`src/rtl/hack_fetch_unit.sv`:
```
// rtl/hack_fetch_unit.sv - Hack CPU instruction fetch: ROM requester with a 2-entry instruction buffer
// A redirect flushes the buffer; a request already in flight is drained and its data discarded.

module hack_fetch_unit (
  input  logic        clock,
  input  logic        reset,
  output logic        rom_req,
  output logic [14:0] rom_addr,
  input  logic        rom_ack,
  input  logic [15:0] rom_data,
  input  logic        jump,
  input  logic [14:0] jump_addr,
  output logic        inst_valid,
  input  logic        inst_ready,
  output logic [15:0] inst_data,
  output logic [14:0] inst_pc
);

  typedef enum logic [1:0] {
    IDLE = 2'd0,
    REQ  = 2'd1,
    DROP = 2'd2
  } state_t;

  state_t      state;
  state_t      state_next;
  logic [14:0] fetch_pc;
  logic [15:0] slot_data [2];
  logic [14:0] slot_pc   [2];
  logic        rd_ptr;
  logic        wr_ptr;
  logic [1:0]  count;
  logic [1:0]  count_after_pop;
  logic        pop;
  logic        push;
  logic        load_addr;

  assign inst_valid      = (count != 2'd0);
  assign inst_data       = slot_data[rd_ptr];
  assign inst_pc         = slot_pc[rd_ptr];
  assign pop             = inst_valid && inst_ready && !jump;
  assign count_after_pop = count - {1'b0, pop};

  always_ff @(posedge clock) begin
    if (reset) begin
      state <= IDLE;
    end else begin
      state <= state_next;
    end
  end

  // A jump in REQ without an ack must still wait out the outstanding ROM cycle.
  always_comb begin
    state_next = state;
    case (state)
      IDLE: begin
        if (jump || (count_after_pop < 2'd2)) begin
          state_next = REQ;
        end
      end
      REQ: begin
        if (rom_ack) begin
          state_next = IDLE;
        end else if (jump) begin
          state_next = DROP;
        end
      end
      DROP: begin
        if (rom_ack) begin
          state_next = IDLE;
        end
      end
      default: state_next = IDLE;
    endcase
  end

  always_comb begin
    push      = 1'b0;
    load_addr = 1'b0;
    case (state)
      IDLE:    load_addr = (state_next == REQ);
      REQ:     push      = rom_ack && !jump;
      default: begin
      end
    endcase
  end

  always_ff @(posedge clock) begin
    if (reset) begin
      rom_req      <= 1'b0;
      rom_addr     <= 15'd0;
      fetch_pc     <= 15'd0;
      count        <= 2'd0;
      rd_ptr       <= 1'b0;
      wr_ptr       <= 1'b0;
      slot_data[0] <= 16'd0;
      slot_data[1] <= 16'd0;
      slot_pc[0]   <= 15'd0;
      slot_pc[1]   <= 15'd0;
    end else begin
      rom_req <= (state_next != IDLE);
      if (load_addr) begin
        rom_addr <= jump ? jump_addr : fetch_pc;
      end

      if (jump) begin
        fetch_pc <= jump_addr;
      end else if (push) begin
        fetch_pc <= rom_addr + 15'd1;
      end

      if (push) begin
        slot_data[wr_ptr] <= rom_data;
        slot_pc[wr_ptr]   <= rom_addr;
      end

      // Flush wins over any pop or push in the same cycle.
      if (jump) begin
        count  <= 2'd0;
        rd_ptr <= 1'b0;
        wr_ptr <= 1'b0;
      end else begin
        if (push) begin
          wr_ptr <= ~wr_ptr;
        end
        if (pop) begin
          rd_ptr <= ~rd_ptr;
        end
        count <= count + {1'b0, push} - {1'b0, pop};
      end
    end
  end

endmodule

```
`config.mk`:
```
export PLATFORM = sky130hd
export DESIGN_NAME = hack_fetch_unit
export DESIGN_NICKNAME = d
export VERILOG_FILES = /design/src/rtl/hack_fetch_unit.sv
export SDC_FILE = /design/constraint.sdc
export NUM_CORES = 1
export LEC_CHECK = 0
export ABC_AREA = 1
export CAP_MARGIN = 10
export CORE_ASPECT_RATIO = 0.75
export CORE_MARGIN = 4
export CORE_UTILIZATION = 47
export DETAILED_ROUTE_END_ITERATION = 7
export PLACE_DENSITY = 0.75
export SETUP_SLACK_MARGIN = 0.1
export SLEW_MARGIN = 10
export SYNTH_ARGS = -nofsm -noshare
export SYNTH_HDL_FRONTEND = slang
export SYNTH_SLANG_ARGS = --single-unit
```
`constraint.sdc`:
```
create_clock -name clock -period 1.8 [get_ports clock]
set_input_delay 0.18 -clock clock [delete_from_list [all_inputs] [get_ports clock]]
set_output_delay 0.18 -clock clock [all_outputs]
set_load 0.1 [all_outputs]
```
==> summary.txt <==
Status
  – Run status: finished, final reports clean

Drt
  – Routed Antenna Nets: 0
  – Routed WL: 11700 um
  – Via density: 5.29
  – # DRC: 0
  – Via count: 3797
  – DRT Pass-1 Iters: 5
  – Initial DRC Count: 312
  – DR WL/cell: 16.3 um

Synthesis
  – Syn Inst Count: 477
  – Cell area after synthesis: 4640 um^2
  – Async set-reset flop share out of synthesis: 0
  – Dominant synthesized flop cell: edfxtp_1
  – Seq/Total Area, Yosys: 0.565
  – Synthesis warning total: 0
  – Post-synth EDFFs: 62
  – Avg Synthesized Cell Area: 9.73 um^2
  – Post-Syn Nets: 516
  – FF+latch count, synth: 100
  – Synth unique cells: 31

Floorplan
  – Starting density of the core: 0.481
  – Die X: 123 um
  – # rows: 31
  – Die Area: 11500 um^2
  – Core box area: 9660 um^2
  – IO Count: 84
  – Chip height: 94.1 um

Placed design
  – Placed inst area: 6000 um^2
  – Placed Cells: 693
  – Placer Congestion: 0.852
  – # port buffers: 83
  – Post-DP HPWL: 7880 um
  – Dpl ws: -0.247 ns

Worst setup path
  – Reg-to-Reg Start: count[1]$_SDFF_PP0_
  – Worst Setup SP: count[1]$_SDFF_PP0_
  – Crit. End Element: register
  – Critical Path Start Type: register
  – R2R Path End: count[1]$_SDFF_PP0_
  – CP max FO: 2
  – WP data arrival: 1.99 ns
  – Worst path required time: 2.07 ns
  – Critical path endpoint: count[1]$_SDFF_PP0_
  – R2R depth: 9
  – CP Class: register to register
  – Worst R2R Setup Slack: 0.08 ns

Finish
  – Final net count: 620
  – FILL cells: 725
  – Non-Filler Instances: 718
  – Util after Layout: 0.671
  – Ant. Diodes: 0
  – Commonest non-fill, non-tap cell in the layout: nor2_1
  – Final instance area: 6480 um^2
  – Most frequent cells in the layout: nor2_1 (78), nand2_1 (70), edfxtp_1 (62)
  – Layout cells sized above 1: 0.280
  – Area Growth Syn to Fin: 39.5%

Timing
  – Final Hold Viols: 0
  – RSZ-0062 raised after global routing: yes
  – Slew Viols, Final: 0
  – Final Skew: 0.00717 ns
  – Hold WS: 0.457 ns
  – Worst slew pin tran: 0.423 ns
  – Crit share post-route: 0.956
  – Setup TNS: 0 ns
  – Minimum clock period: 1.72 ns
  – Slew headroom: 0.718
  – # setup viols final: 0
  – Setup ws final: 0.0794 ns
  – Max Fclk: 581 MHz

Clocking
  – Clock buffer count from CTS: 9
  – Clock Latency Late Sink: 0.34 ns
  – CTS Sinks: 100
  – TritonCTS clock tree: built
  – Clock Tree Buf Depth: 2
  – Max H-tree Level: 3
  – Root cell of the clock tree: clkbuf_16
  – Worst-path clk slew: 0.07 ns

Pwr
  – Peak VDD IR: 0.000589 V
  – PwrDens: 901 nW/um^2
  – Leak: 2.62 nW
  – Post-layout power: 5.84 mW

Global routing
  – Total grt overflow: 0
  – Largest net degree at the start of global routing: 32
  – Number of global-route vias before repair: 3677
  – First-pass GRT wire length: 17500 um
  – GRT Overall Usage: 0.196
  – Initial antenna violation count: 0

Hold path
  – Worst min path class: input port to register

Flow run
  – Max-capacitance violation count: 0
==> repair_timing <==
| item | in CTS | in global routing |
|---|---|---|
| gates resized for setup | 6 | 12 |
| pin swaps | 4 | 8 |
| hold buffers | 0 | 0 |
| cloned | 0 | 3 |
| setup buffers | 3 | 3 |
| endpoints found under the setup margin | 1 | 38 |
==> area by class of cell <==
class	count	area, um^2	area share
flip-flops and latches	100	2640	0.408
multi-input cells	300	1690	0.261
repair buffers	114	1460	0.225
clock buffers	14	287	0.0442
inverters	56	219	0.0338
well taps	132	165	0.0255
clock inverters	2	15.0	0.00232
==> state kept, by name, indices dropped and copies added, names as in the netlist, named ones only <==
register and cells:
rom_addr 15, fetch_pc 15, slot_pc 30, state 2, slot_data 32, rd_ptr 1
rom_req 1, count 2, wr_ptr 1
==> synthesized netlist by cell type (2+ instances only) <==
cell       n  area share
a31oi_1    7      0.0094
nor2_1    79       0.064
buf_2      7      0.0075
or2_2      3      0.0040
nor2_2     2      0.0027
inv_1     53       0.043
inv_2      2      0.0016
xor2_1     2      0.0038
edfxtp_1  62        0.40
ha_1       3      0.0081
nand2_2    2      0.0027
o21ai_0   21       0.023
o21a_1     2      0.0032
buf_6     11       0.027
nand4_1    6      0.0081
nand3_1   16       0.017
nand3_4    3       0.011
a21oi_1   43       0.046
dfxtp_1   38        0.16
nor2_4     2      0.0049
mux2_2    31       0.075
nand2_1   73       0.059
==> worst min-delay path by stage <==
stage,startpoint,endpoint,cells past startpoint
2_1_floorplan,jump_addr[2],fetch_pc[2]$_SDFFE_PP0P_,2
3_3_place_gp,rd_ptr$_SDFFE_PP0N_,rd_ptr$_SDFFE_PP0N_,2
3_5_place_dp,fetch_pc[1]$_SDFFE_PP0P_,fetch_pc[1]$_SDFFE_PP0P_,2
4_1_cts,jump_addr[1],fetch_pc[1]$_SDFFE_PP0P_,3
5_1_grt,jump_addr[1],fetch_pc[1]$_SDFFE_PP0P_,3
6_report,jump_addr[1],fetch_pc[1]$_SDFFE_PP0P_,3
==> metal layers <==
metal  routed length [um]  vias to the layer above  global-route usage
met2                 5860                      135               0.333
met5                    0                        -                   0
li1                     -                     1790                   -
met3                  816                       12              0.0530
met1                 4970                     1860               0.250
met4                   83                        0              0.0485
==> report_power, final <==
part	total [mW]	internal [mW]	leakage [nW]	switching [mW]
clock network	1.93	1.11	0.139	0.824
logic	1.26	0.409	1.52	0.855
registers	2.64	2.55	0.962	0.0894
==> kinds of logic (layout without fill, tap and decap cells) <==
| logic type | after synthesis | count (layout) | synth area share |
|---|---|---|---|
| xor+xnor | 3 | 3 | 0.00566 |
| fa+ha+maj | 3 | 3 | 0.00809 |
| compound gates | 75 | 75 | 0.0844 |
| buf+inv | 77 | 186 | 0.0841 |
| simple gates | 188 | 188 | 0.178 |
| flops | 100 | 100 | 0.565 |
| mux | 31 | 31 | 0.0752 |
==> critical path, cell delays in order (launching register included) <==
cell,delay (ns)
dfxtp_2,0.32
or2_4,0.26
nand2_4,0.08
nor2_4,0.05
ha_4,0.26
inv_2,0.04
ha_4,0.15
xnor2_2,0.14
or2_4,0.25
a21oi_2,0.11
No activity file was read; power rests on OpenSTA's default activity.
